==> src/rtl/pid_channel_scheduler.sv <==
// Round-robin scheduler that shares one pid_core between N_CHAN sample channels.
// Optional sticky per-channel overrun flags when PID_SCHED_OVERRUN_EN is defined.
module pid_channel_scheduler #(
  parameter int N_CHAN  = 8,
  parameter int W_CHAN  = 3,
  parameter int W_IN    = 18,
  parameter int W_OUT   = 64,
  parameter int TIMEOUT = 255
) (
  input  logic                     clk_in,
  input  logic                     reset_in,
  input  logic [N_CHAN*W_IN-1:0]   chan_data_in,
  input  logic [N_CHAN-1:0]        chan_valid_in,
  input  logic [N_CHAN-1:0]        chan_en_in,
  output logic [W_IN-1:0]          pid_data_out,
  output logic                     pid_valid_out,
  output logic [W_CHAN-1:0]        pid_chan_out,
  input  logic [W_OUT-1:0]         pid_data_in,
  input  logic                     pid_valid_in,
  output logic [W_OUT-1:0]         data_out,
  output logic [W_CHAN-1:0]        chan_out,
  output logic                     data_valid_out,
  output logic                     busy_out,
`ifdef PID_SCHED_OVERRUN_EN
  input  logic                     overrun_clr_in,
  output logic [N_CHAN-1:0]        overrun_out,
`endif
  output logic                     timeout_out
);

  localparam logic [1:0] ST_IDLE  = 2'd0;
  localparam logic [1:0] ST_ISSUE = 2'd1;
  localparam logic [1:0] ST_WAIT  = 2'd2;
  localparam logic [1:0] ST_DONE  = 2'd3;

  localparam logic [W_CHAN-1:0] LAST_CHAN = W_CHAN'(N_CHAN - 1);
  localparam logic [7:0]        WAIT_LAST = 8'(TIMEOUT - 1);

  logic [1:0]        state_reg;
  logic [W_CHAN-1:0] rr_ptr_reg;
  logic [7:0]        wait_cnt_reg;
  logic [W_IN-1:0]   pid_data_reg;
  logic [W_CHAN-1:0] pid_chan_reg;
  logic [W_OUT-1:0]  data_out_reg;
  logic [W_CHAN-1:0] chan_out_reg;

  logic [W_IN-1:0]   sample_reg [N_CHAN];
  logic [N_CHAN-1:0] pending_reg;
  logic [N_CHAN-1:0] pending_next;
  logic [N_CHAN-1:0] capture;
  logic [N_CHAN-1:0] eligible;

  logic              grant_valid;
  logic              grant_fire;
  logic [W_CHAN-1:0] grant_idx;
  logic [W_IN-1:0]   grant_sample;
  logic              hi_found, lo_found;
  logic [W_CHAN-1:0] hi_idx, lo_idx;
  logic [W_IN-1:0]   hi_sample, lo_sample;

  assign eligible   = pending_reg & chan_en_in;
  assign grant_fire = (state_reg == ST_IDLE) && grant_valid;

  // A fresh capture wins over both the grant clear and the disable clear.
  generate
    for (genvar gi = 0; gi < N_CHAN; gi++) begin : g_pending
      assign capture[gi]      = chan_valid_in[gi] & chan_en_in[gi];
      assign pending_next[gi] = capture[gi] |
                                (pending_reg[gi] & chan_en_in[gi] &
                                 ~(grant_fire && (grant_idx == W_CHAN'(gi))));
    end
  endgenerate

  always_ff @(posedge clk_in) begin
    for (int k = 0; k < N_CHAN; k++) begin
      if (capture[k]) sample_reg[k] <= chan_data_in[k*W_IN +: W_IN];
    end
  end

  // Channels at or above rr_ptr take priority over those below (wrap-around scan).
  always_comb begin
    hi_found  = 1'b0;
    lo_found  = 1'b0;
    hi_idx    = '0;
    lo_idx    = '0;
    hi_sample = '0;
    lo_sample = '0;
    for (int k = N_CHAN - 1; k >= 0; k--) begin
      if (eligible[k]) begin
        if (W_CHAN'(k) >= rr_ptr_reg) begin
          hi_found  = 1'b1;
          hi_idx    = W_CHAN'(k);
          hi_sample = sample_reg[k];
        end else begin
          lo_found  = 1'b1;
          lo_idx    = W_CHAN'(k);
          lo_sample = sample_reg[k];
        end
      end
    end
    grant_valid  = hi_found | lo_found;
    grant_idx    = hi_found ? hi_idx : lo_idx;
    grant_sample = hi_found ? hi_sample : lo_sample;
  end

  always_ff @(posedge clk_in) begin
    if (reset_in) begin
      pending_reg  <= '0;
      state_reg    <= ST_IDLE;
      rr_ptr_reg   <= '0;
      wait_cnt_reg <= '0;
      pid_data_reg <= '0;
      pid_chan_reg <= '0;
      data_out_reg <= '0;
      chan_out_reg <= '0;
    end else begin
      pending_reg <= pending_next;
      case (state_reg)
        ST_IDLE: begin
          if (grant_valid) begin
            pid_data_reg <= grant_sample;
            pid_chan_reg <= grant_idx;
            rr_ptr_reg   <= (grant_idx == LAST_CHAN) ? '0 : grant_idx + 1'b1;
            state_reg    <= ST_ISSUE;
          end
        end
        ST_ISSUE: begin
          wait_cnt_reg <= '0;
          state_reg    <= ST_WAIT;
        end
        ST_WAIT: begin
          if (pid_valid_in) begin
            data_out_reg <= pid_data_in;
            chan_out_reg <= pid_chan_reg;
            state_reg    <= ST_DONE;
          end else if (wait_cnt_reg == WAIT_LAST) begin
            state_reg <= ST_IDLE;
          end else begin
            wait_cnt_reg <= wait_cnt_reg + 8'd1;
          end
        end
        default: state_reg <= ST_IDLE;
      endcase
    end
  end

  assign pid_data_out   = pid_data_reg;
  assign pid_chan_out   = pid_chan_reg;
  assign pid_valid_out  = (state_reg == ST_ISSUE);
  assign data_out       = data_out_reg;
  assign chan_out       = chan_out_reg;
  assign data_valid_out = (state_reg == ST_DONE);
  assign busy_out       = (state_reg != ST_IDLE);
  assign timeout_out    = (state_reg == ST_WAIT) && !pid_valid_in &&
                          (wait_cnt_reg == WAIT_LAST);

`ifdef PID_SCHED_OVERRUN_EN
  logic [N_CHAN-1:0] overrun_reg;
  logic [N_CHAN-1:0] overrun_next;

  generate
    for (genvar gi = 0; gi < N_CHAN; gi++) begin : g_overrun
      assign overrun_next[gi] = (capture[gi] & pending_reg[gi]) |
                                (overrun_reg[gi] & ~overrun_clr_in);
    end
  endgenerate

  always_ff @(posedge clk_in) begin
    if (reset_in) overrun_reg <= '0;
    else          overrun_reg <= overrun_next;
  end

  assign overrun_out = overrun_reg;
`endif

endmodule

==> config.mk <==
export PLATFORM = sky130hd
export DESIGN_NAME = pid_channel_scheduler
export DESIGN_NICKNAME = d
export VERILOG_FILES = /design/src/rtl/pid_channel_scheduler.sv
export SDC_FILE = /design/constraint.sdc
export NUM_CORES = 1
export LEC_CHECK = 0
export ABC_AREA = 1
export ABC_CLOCK_PERIOD_IN_PS = 5800
export CORE_ASPECT_RATIO = 0.6
export CORE_UTILIZATION = 45
export CTS_CLUSTER_DIAMETER = 150
export CTS_CLUSTER_SIZE = 20
export DETAILED_ROUTE_END_ITERATION = 10
export PLACE_DENSITY = 0.76
export SKIP_LAST_GASP = 1
export SLEW_MARGIN = 30
export SYNTH_ARGS = -nofsm -noshare
export SYNTH_HDL_FRONTEND = slang
export SYNTH_SLANG_ARGS = --single-unit
export TNS_END_PERCENT = 1
==> constraint.sdc <==
create_clock -name clk_in -period 5.8 [get_ports clk_in]
set_clock_uncertainty 0.05 [all_clocks]
set_input_delay 0.87 -clock clk_in [delete_from_list [all_inputs] [get_ports clk_in]]
set_output_delay 0.87 -clock clk_in [all_outputs]
set_load 0.01 [all_outputs]
# Yosys cells after proc, flatten, opt, wreduce, memory -nomap -nowiden
# Memory sizes are Yosys's and may differ from the RTL's.
# Index checks and enable logic that the tools add are counted.
# Widths: inputs -> output; s select.
[totals]
memories = 1
regBits = 109
in_bits = 227
output_inout_bits = 92
mem_bits_rw = 144
wordCells = 218
[op_classes]
mux = 122
reduce_logical = 20
add_sub_neg = 2
order_cmp = 8
n_bitwise = 42
n_eq_ne = 15
[memory_table]
columns = ["memory", "words", "word_bits", "read_ports", "rd_clocked_by_memory_dff", "wr", "line", "rtl"]
rows = [
  ["sample_reg", 8, 18, 8, 0, 8, "47", "logic [W_IN-1:0] sample_reg [N_CHAN];"],
]
[op_table]
columns = ["operator", "n"]
rows = [
  ["$mux 18", 33],
  ["$mux 3", 34],
  ["$mux 1", 48],
  ["$and 1x1->1", 24],
  ["$mux 8", 2],
  ["$pmux 8 s2", 1],
  ["$eq 3x3->1 const B", 4],
  ["$ge 3x3->1 const A", 4],
  ["$logic_and 1x1->1", 11],
  ["$or 1x1->1", 9],
  ["$add 8x1->8 const B", 1],
  ["$and 8x8->8", 1],
  ["$eq 8x8->1 const B", 1],
  ["$not 1->1", 8],
  ["$eq 3x2->1 const B", 2],
  ["$ge 1x3->1 const A", 2],
  ["$ge 2x3->1 const A", 2],
  ["$mux 2", 3],
  ["$ne 2x2->1 const B", 3],
  ["$pmux 2 s3", 1],
  ["$reduce_and 2->1", 3],
  ["$eq 2x2->1 const B", 2],
  ["$reduce_bool 2->1", 2],
  ["$add 3x1->3 const B", 1],
  ["other kinds (7)", 7],
]

# Depth between registers and ports, before layout
# Gate-level depths: netlist of run 1.
[logic_depth]
depth_word = 23
depth_mapped = 18
ltp_nobuf = 18

# Worst setup path before layout of run 1
# Ideal clock, no wire load.
[synth_timing]
path_kind = "in2reg"
from = "input port chan_en_in[3]"
to = "register rr_ptr_reg[0]"
path_slack_ns = 3.027
arrival_ns = 2.596
n_path_buf = 1
path_stages = 14
t_required_ns = 5.622
setup_time_ns = 0.128
cell_sequence = "nand2_1 > nor2_2 > inv_1 > clkbuf_1 > a311oi_1 > o211ai_1 > nand2_1 > ha_1 > ha_1 > inv_1 > nand3_1 > nor2_1 > nor2_1 > nor2_1"
[synth_via]
elab_chain_len = 11
elab_cells_between_ends = 35
cone_classes = "add/sub: 1; eq/ne: 1; mux: 30; bitwise: 2; reduce/logical: 1"
[synth_lines]
columns = ["item", "line", "rtl"]
rows = [
  ["from (decl)", "14", "input logic [N_CHAN-1:0] chan_en_in,"],
  ["$and 8x8->8 (*)", "61", "assign eligible = pending_reg & chan_en_in;"],
  ["$mux 3 / $mux 1 (equally long branches)", "89", "if (eligible[k]) begin"],
  ["$mux 3 / $mux 1 (equally long branches)", "90", "if (W_CHAN'(k) >= rr_ptr_reg) begin"],
  ["$mux 3 / $mux 1 (equally long branches)", "89", ""],
  ["$mux 3 / $mux 1 (equally long branches)", "90", ""],
  ["$mux 3 / $mux 1 (equally long branches)", "89", ""],
  ["$mux 3 / $mux 1 (equally long branches)", "90", ""],
  ["$mux 3 / $mux 1 (equally long branches)", "89", ""],
  ["$mux 3 (*)", "102", "grant_idx = hi_found ? hi_idx : lo_idx;"],
  ["via grant_idx[0]", "55", "logic [W_CHAN-1:0] grant_idx;"],
  ["$add 3x1->3 / $eq 3x3->1 (equally long branches)", "123", "rr_ptr_reg <= (grant_idx == LAST_CHAN) ? '0 : grant_idx + 1'b1;"],
  ["$mux 3 (*)", "123", ""],
  ["to (signal assigned)", "123", ""],
  ["to (decl)", "40", "logic [W_CHAN-1:0] rr_ptr_reg;"],
]
# Mark *: on every way through the listed nets, which the timed path passes. The rest lies on a longest branch.
# A chain may end at the register's enable or synchronous reset.

# Final worst setup path of run 1
[layout_timing]
from = "input port chan_en_in[6]"
to = "register rr_ptr_reg[0]"
[layout_via]
elab_chain_len = 17
elab_cells_between_ends = 59
cone_classes = "add/sub: 1; eq/ne: 1; mux: 54; bitwise: 2; reduce/logical: 1"
[layout_lines]
columns = ["item", "line"]
rows = [
  ["$and 8x8->8 (*)", "61"],
  ["$mux 3 / $mux 1 (equally long branches)", "89"],
  ["$mux 3 / $mux 1 (equally long branches)", "90"],
  ["$mux 3 / $mux 1 (equally long branches)", "89"],
  ["$mux 3 / $mux 1 (equally long branches)", "90"],
  ["$mux 3 / $mux 1 (equally long branches)", "89"],
  ["$mux 3 / $mux 1 (equally long branches)", "90"],
  ["$mux 3 / $mux 1 (equally long branches)", "89"],
  ["(+2 left out)", "n/a"],
  ["$mux 3 / $mux 1 (equally long branches)", "90"],
  ["$mux 3 / $mux 1 (equally long branches)", "89"],
  ["$mux 3 / $mux 1 (equally long branches)", "90"],
  ["$mux 3 / $mux 1 (equally long branches)", "89"],
  ["$mux 3 (*)", "102"],
  ["via grant_idx[1]", "55"],
  ["$eq 3x3->1 (*)", "123"],
  ["$mux 3 (*)", "123"],
]
# Marked as above.

==> results.toml, run 1 <==
[outcome]
status = "finished clean"

[synthesis]
synth_seq_cells = 253
synthesis.area_sq_um = 11500
netlist_instances = 1344
postSynthAreaPerCell_sq_um = 8.55
synth-warning-count = 0
synth.distinct_cells = 41
synth.net_count = 1584
yosysSeqAreaShare = 0.566

[min_path]
hold-path-cell-count = 1
holdPathEnd = "wait_cnt_reg[7]"
hold_path_class = "reg -> reg"
hold_start = "wait_cnt_reg[7]"

[pwr]
peakVddDrop_v = 0.000175
power.density_nw_per_um2 = 322
power.leakage_uw = 0.00602

[detailed_routing]
first_pass_iters = 7
antenna_left = 0
drc = 0
viasPerCell = 5.51
wl_um = 37500
vias = 10801
wl_per_cell_um = 19.2
drtIter0Drc = 1236

[layout]
antenna_cells = 0
area_growth_pct = 33.7
fillers = 2103
nets = 1867
multiInputGateArea_sq_um = 4330
largest_reg_flops = 144
fin_area_sq_um = 15400
layout-drive-gt1-share = 0.0373
area.sequential_sq_um = 6510

[worst_setup_path]
cp_data_required_time_ns = 6.13
r2r-start = "rr_ptr_reg[2]"
r2r_setup_slack_ns = 2.56
worstPathArrival_ns = 3.99
rr_worst_depth = 15
worstSetupStartpointType = "input port"
r2r_end = "rr_ptr_reg[0]"
cp_max_fo = 13
criticalPathCategory = "in -> reg"
endpoint_kind = "flop"

[timing]
finalSetupViolations = 0
fin_tns_setup_ns = 0
final.min_clock_period_ns = 3.67
maxClockFrequency_mhz = 273
max-slew-margin-rel = 0.374
worstMarginPinSlew_ns = 0.938
rsz0062_at_grt = "false"
slew_violations = 0
hold_violations = 0
timing.final.crit_share = 0.632

[global_route]
grt_use_total = 0.282
grt_pass1_vias = 10086
grt_start_max_net_pins = 72
grt_pass1_wl_um = 57300
antenna_found_initial = 0
overflow = 0

[place]
dp_hpwl_um = 28500
port_buffers = 318
gp_congestion = 0.910
place_area_sq_um = 14900

[clock_tree]
cts_buffers = 16
cts_tree = "built"
clk_path_buf_depth = 3
postCtsHoldBufs = 0
post-cts-setup-buffer-count = 0
clock-sinks = 253
cts_resized = 0
clk_latency_ns = 0.50
clkTransAtPathRegs_ns = 0.09
htree_levels = 1
root_buffer = "clkbuf_16"

[floorplanning]
core_area_sq_um = 24600
die_h_um = 126
pin_count = 319
die_area_sq_um = 26200
initial_core_util = 0.467
num_rows = 44
fp.dieW_um = 208

[flow_run]
drv_cap = 0
-- critical path, cell delays in order --
cell	delay, ns
clkdlybuf4s50_1	0.49
nand2_1	0.06
inv_1	0.41
nand4_2	0.35
nor2_1	0.19
buf_4	0.22
inv_1	0.07
a21oi_1	0.12
o21ai_0	0.10
a21oi_1	0.36
ha_1	0.25
ha_1	0.17
inv_1	0.05
nand3_1	0.07
nor2_1	0.05
nor2_1	0.09
nor2_1	0.05
-- area by class of cell --
| type | instances | share of cell area |
|---|---|---|
| Timing Repair Buffer | 330 | 0.213 |
| Clock buffer | 27 | 0.0301 |
| Inverter | 101 | 0.0248 |
| Clock inverter | 1 | 0.000570 |
| Multi-Input combinational cell | 925 | 0.282 |
| Tap cell | 322 | 0.0262 |
| Sequential cell | 253 | 0.423 |
-- report_power, final --
part           switching, uW  internal, uW
Clock                    600           553
Combinational            846           658
Sequential               153          2130
Total                   1600          3340
-- cell families (layout without fill, tap and decap cells) --
kind of cell | after synthesis | in the layout | synth area share
buffers and inverters | 166 | 459 | 0.0575
adders and majority gates | 13 | 13 | 0.0142
AOI/OAI and AO/OA | 282 | 282 | 0.135
DFF | 253 | 253 | 0.566
and+or+nand+nor | 630 | 630 | 0.227
-- worst max-delay path by stage --
stage,startpoint,end,slack (ns),cells after the start
after CTS,chan_en_in[6],rr_ptr_reg[0],2.24,17
after floorplan,chan_en_in[3],rr_ptr_reg[0],3.03,14
after global placement,chan_en_in[3],rr_ptr_reg[0],1.84,16
after global routing,chan_en_in[6],pending_reg[5],1.88,16
final,chan_en_in[6],rr_ptr_reg[0],2.13,17
after detailed placement,chan_en_in[6],rr_ptr_reg[0],1.73,17
-- cells in the final DEF, fill, tap and decap left out, types with 2 or more instances in the layout --
cell,synthesis,layout
nand3b_1,6,6
o2111ai_1,5,5
o22ai_1,2,2
clkbuf_1,52,10
a211oi_1,3,3
nand2_1,270,269
nor2_2,4,4
nand3_1,93,93
o211ai_1,19,19
buf_4,1,12
a21o_1,6,6
a21oi_1,76,76
ha_1,13,13
nor3_1,4,4
dfxtp_1,109,109
a31oi_1,3,3
nand2_2,6,6
nand2_4,1,2
inv_2,2,4
nand4_1,3,3
o21ai_1,19,19
inv_1,94,93
a221oi_1,2,2
nor2_1,233,233
clkinv_1,4,3
clkbuf_16,0,17
o21bai_1,2,2
clkdlybuf4s50_1,0,318
or2_2,6,6
edfxtp_1,144,144
nand3_2,2,2
o21ai_0,140,140
-- synthesized netlist by cell type (all sizes together) --
cell type / instances / area share
nor3: 4 / 0.0017
o22ai: 2 / 0.0011
ha: 13 / 0.014
dfxtp: 109 / 0.19
nor4: 1 / 0.0019
a21o: 6 / 0.0039
edfxtp: 144 / 0.38
nand4: 4 / 0.0027
o21bai: 2 / 0.0013
a211oi: 3 / 0.0020
clkinv: 4 / 0.0013
a31oi: 3 / 0.0016
nand3: 95 / 0.042
a311oi: 1 / 0.00076
buf: 13 / 0.0073
a221oi: 2 / 0.0015
or2: 6 / 0.0033
nand3b: 6 / 0.0039
clkbuf: 52 / 0.017
nor2: 237 / 0.078
o21ai: 160 / 0.070
o2111ai: 5 / 0.0038
o221ai: 1 / 0.0013
nand2: 277 / 0.092
o211ai: 20 / 0.014
a21oi: 77 / 0.035
inv: 97 / 0.032
-- per-stage QoR --
stage	hold slack (ns)	utilization	total power [uW]	setup slack (ns)	instances
after floorplan	0.371	-	3120	3.03	1344
after global placement	0.395	0.605	3780	1.84	1931
after detailed placement	0.420	0.605	3810	1.73	1931
after CTS	0.440	0.624	4950	2.24	1959
after global routing	0.449	0.624	5200	1.88	1959
final	0.435	0.624	4940	2.13	1959
-- per-layer routing --
layer	wire [um]	GRT usage	part of all wire	vias up
met5	0	0	0	-
met4	773	0.0606	0.021	0
met3	3440	0.0514	0.092	65
met2	16200	0.435	0.43	580
met1	17200	0.413	0.46	5106
li1	-	-	-	5050
(Power assumes the default switching activity.)
==> run 2, diff against run 1 <==
ABC_CLOCK_PERIOD_IN_PS = 3080   (was 5800)
CORE_UTILIZATION = 44   (was 45)
PLACE_DENSITY = 0.77   (was 0.76)
clock period = 3.08 ns   (was 5.8 ns; I/O delays follow)
==> run 2 against run 1 <==
Wire length down 1.0%. Global-route usage shrank 0.96 points. Worst setup slack lost 1.7 ns. Design area is 2.2% higher. Critical path depth decreased by 10. Critical endpoint is now timeout_out. Largest cell class unchanged. Largest power group unchanged.
==> results.toml, run 2 (synthesized netlist as in run 1, its figures left out) <==
[clock_tree]
cts_resized = 0
cts_buffers = 16
cts_tree = "built"
htree_levels = 1
clk_path_buf_depth = 3
postCtsHoldBufs = 0
clock-sinks = 253
root_buffer = "clkbuf_16"
clk_latency_ns = 0.50
post-cts-setup-buffer-count = 0
clkTransAtPathRegs_ns = 0.09

[global_route]
use_met2 = 0.407
grt_use_total = 0.272
antenna_found_initial = 1
met1_usage = 0.407
overflow = 0
grt_pass1_wl_um = 56500
top_usage_layer = "met1"
grt_start_max_net_pins = 68
grt_pass1_vias = 10054
grt_use_met3 = 0.0455

[timing]
holdWs_ns = 0.410
finalSetupViolations = 0
max-slew-margin-rel = 0.402
rsz0062_at_grt = "false"
fin_tns_setup_ns = 0
timing.final.crit_share = 0.868
final.min_clock_period_ns = 2.67
maxClockFrequency_mhz = 374
slew_violations = 0
hold_violations = 0
worstMarginPinSlew_ns = 0.896

[worst_setup_path]
critPathTopFamily = "buffers and inverters"
worst_path_max_delay_cell = "clkdlybuf4s50_1"
critPathBufInv = 2
cp_data_required_time_ns = 2.57
endpoint_kind = "output pin"
cp_max_fo = 3
worstPathArrival_ns = 2.16
cp_slowest_stage_delay_ns = 0.55
crit_chain = "inv_1 -> ha_1 -> nand4_1 -> nor3_1 -> nand2_1 -> nor2_1 -> clkdlybuf4s50_1"
rr_worst_depth = 15
criticalPathCategory = "reg -> out"
crit_cells = 7
r2r_setup_slack_ns = 0.52
worstSetupStartpointType = "flop"

[layout]
fin_area_sq_um = 15700
multiInputGateArea_sq_um = 4320
area.sequential_sq_um = 6510
area_growth_pct = 36.7
final_cell_count_no_fill = 2028
nets = 1904
largest_reg_flops = 144
fin_util = 0.617
fillers = 2198
final_common_cell = "clkdlybuf4s50_1"
layout_common_cells = "clkdlybuf4s50_1 (318), nand2_1 (269), nor2_1 (233), edfxtp_1 (144), o21ai_0 (140)"
layout-drive-gt1-share = 0.0585

[detailed_routing]
wl_per_cell_um = 18.3
first_pass_iters = 5
viasPerCell = 5.31
drc = 0
wl_um = 37100
vias = 10768
antenna_left = 0
drtIter0Drc = 1189

[floorplanning]
die_area_sq_um = 26800
die_h_um = 127
num_rows = 45
core_area_sq_um = 25400
initial_core_util = 0.451
pin_count = 319
fp.dieW_um = 211

[place]
dp_hpwl_um = 28500
port_buffers = 318
gp_congestion = 0.941
dp.cells = 1998
place_area_sq_um = 15200

[min_path]
hold_path_class = "reg -> reg"
hold-path-cell-count = 1

[flow_run]
drv_cap = 0

[pwr]
power.density_nw_per_um2 = 600
power.leakage_uw = 0.00620
peakVddDrop_v = 0.000380

[outcome]
status = "finished clean"
## run 2: per-layer routing
| metal | wire length, um | up-vias |
|---|---|---|
| met5 | 0 | - |
| met4 | 969 | 0 |
| met3 | 3370 | 61 |
| met2 | 15800 | 524 |
| met1 | 17000 | 5052 |
| li1 | - | 5131 |
## run 2: final timing paths
check / to / from
max: timeout_out / wait_cnt_reg[0]
min: wait_cnt_reg[7] / wait_cnt_reg[7]
max reg2reg: pending_reg[0] / rr_ptr_reg[2]
min reg2reg: wait_cnt_reg[7] / wait_cnt_reg[7]
## run 2: metrics by stage
stage	power, uW	setup WS, ns
4_1_cts	9440	0.406
5_1_grt	9900	0.299
2_1_floorplan	5870	0.715
3_3_place_gp	7210	0.266
6_report	9420	0.407
3_5_place_dp	7280	0.184
## run 2: power by group
group	internal (uW)	switching, uW
Combinational	1310	1620
Sequential	4020	290
Clock	1040	1140
Total	6370	3050
## run 2: worst reg2reg max path: cells and delay by family, from the launching register on
kind | cells | cell delay, ns
buffers and inverters | 4 | 0.45
adder cells (fa/ha/maj) | 1 | 0.20
AO/OA/AOI/OAI | 4 | 0.59
flip-flops | 1 | 0.56
AND/OR/NAND/NOR | 6 | 0.65
## run 2: area by class of cell
class	instances	area share
timing repair buffer	367	0.228
sequential	253	0.414
multi-input combinational	925	0.275
antenna	2	0.000319
clock buffer	27	0.0295
clock inverter	1	0.000558
inverter	101	0.0243
tap	352	0.0280
==> run 3, diff against run 2 <==
MAX_ROUTING_LAYER = met4   (was not set)
SETUP_SLACK_MARGIN = 0.15   (was not set)
==> run 3 against run 2 <==
Via count increased by 0.33%. Maximum frequency decreased by 4.2%. Hold slack improved by 0.015 ns. Clock-buffer cell count unchanged. Critical path depth unchanged. Sequential power about the same. Non-clock buffer count unchanged.
==> results.toml, run 3 (synthesized netlist as in run 1, its figures left out) <==
[worst_setup_path]
r2r_setup_slack_ns = 0.51
r2r_end = "pending_reg[1]"
criticalPathCategory = "reg -> out"
critPathBufInv = 2
rr_worst_depth = 15
worstPathArrival_ns = 2.28
cp_slowest_stage_delay_ns = 0.56
crit_chain = "inv_1 -> ha_1 -> nand4_1 -> nor3_1 -> nand2_1 -> nor2_1 -> clkdlybuf4s50_1"
worst_path_max_delay_cell = "clkdlybuf4s50_1"
cp_data_required_time_ns = 2.57
endpoint_kind = "output pin"
critPathTopFamily = "buffers and inverters"
worstSetupStartpointType = "flop"
r2r-start = "rr_ptr_reg[2]"
cp_max_fo = 3

[pwr]
peakVddDrop_v = 0.000369
power.leakage_uw = 0.00620
power.density_nw_per_um2 = 598

[layout]
fillers = 2178
layout_common_cells = "clkdlybuf4s50_1 (318), nand2_1 (269), nor2_1 (233), edfxtp_1 (144), o21ai_0 (140)"
fin_util = 0.617
antenna_cells = 0
final_common_cell = "clkdlybuf4s50_1"
multiInputGateArea_sq_um = 4320
area.sequential_sq_um = 6510
layout-drive-gt1-share = 0.0585
area_growth_pct = 36.7
largest_reg_flops = 144
nets = 1904

[timing]
rsz0062_at_grt = "false"
finalSetupViolations = 0
fin_tns_setup_ns = 0
maxClockFrequency_mhz = 359
slew_violations = 0
worstMarginPinSlew_ns = 0.843
max-slew-margin-rel = 0.437
hold_violations = 0
timing.final.crit_share = 0.906
final.min_clock_period_ns = 2.79

[place]
gp_congestion = 0.969
port_buffers = 318
dp_hpwl_um = 28300

[clock_tree]
cts_buffers = 16
postCtsHoldBufs = 0
clk_path_buf_depth = 3
clk_latency_ns = 0.50
clkTransAtPathRegs_ns = 0.09
clock-sinks = 253
htree_levels = 1
post-cts-setup-buffer-count = 0
root_buffer = "clkbuf_16"
cts_tree = "built"
cts_resized = 0

[detailed_routing]
first_pass_iters = 6
vias = 10803
drc = 0
drtIter0Drc = 1124
viasPerCell = 5.33
antenna_left = 0
wl_per_cell_um = 18.3
wl_um = 37000

[global_route]
antenna_found_initial = 0
grt_use_total = 0.280
grt_start_max_net_pins = 68
grt_pass1_vias = 10008
overflow = 0
grt_pass1_wl_um = 56200

[floorplanning]
core_area_sq_um = 25400
pin_count = 319
initial_core_util = 0.451
die_area_sq_um = 26800
num_rows = 45
fp.dieW_um = 211
die_h_um = 127

[outcome]
status = "finished clean"

[min_path]
holdPathEnd = "wait_cnt_reg[7]"
hold_start = "wait_cnt_reg[7]"
hold-path-cell-count = 1
hold_path_class = "reg -> reg"

[flow_run]
drv_cap = 0
## run 3: layer usage
| metal | routed length [um] | track usage |
|---|---|---|
| met1 | 16900 | 0.412 |
| met2 | 15800 | 0.407 |
| met3 | 3520 | 0.0420 |
| met4 | 847 | 0.0631 |
| met5 | 0 | - |
## run 3: area by class of cell
cell class | instances | share of cell area
Clock buffer | 27 | 0.0295
Sequential cell | 253 | 0.414
Tap cell | 352 | 0.0281
Multi-Input combinational cell | 925 | 0.275
Clock inverter | 1 | 0.000558
Inverter | 101 | 0.0243
Timing Repair Buffer | 367 | 0.228
## run 3: per-stage QoR
| stage | hold WS, ns | instances | power [uW] | worst slack, ns | cell area [sq um] |
|---|---|---|---|---|---|
| 5_1_grt | 0.424 | 2026 | 9890 | 0.219 | 15700 |
| 3_5_place_dp | 0.411 | 1998 | 7270 | 0.223 | 15200 |
| 2_1_floorplan | 0.371 | 1344 | 5870 | 0.715 | 11500 |
| 6_report | 0.425 | 2026 | 9380 | 0.291 | 15700 |
| 3_3_place_gp | 0.389 | 1998 | 7210 | 0.254 | 15200 |
| 4_1_cts | 0.422 | 2026 | 9430 | 0.290 | 15700 |
## run 3: worst max path at each step
stage                                from               to  cells after the start
after global routing      wait_cnt_reg[0]      timeout_out                      7
final                     wait_cnt_reg[0]      timeout_out                      7
after global placement      chan_en_in[5]  pid_data_out[7]                     13
after CTS                 wait_cnt_reg[0]      timeout_out                      7
after detailed placement    chan_en_in[4]     state_reg[1]                     14
after floorplan             chan_en_in[3]    rr_ptr_reg[0]                     14
## run 3: report_power, final
part	switching, uW	internal [uW]
combinational	1610	1310
sequential	285	4020
clock	1120	1040
total	3020	6370
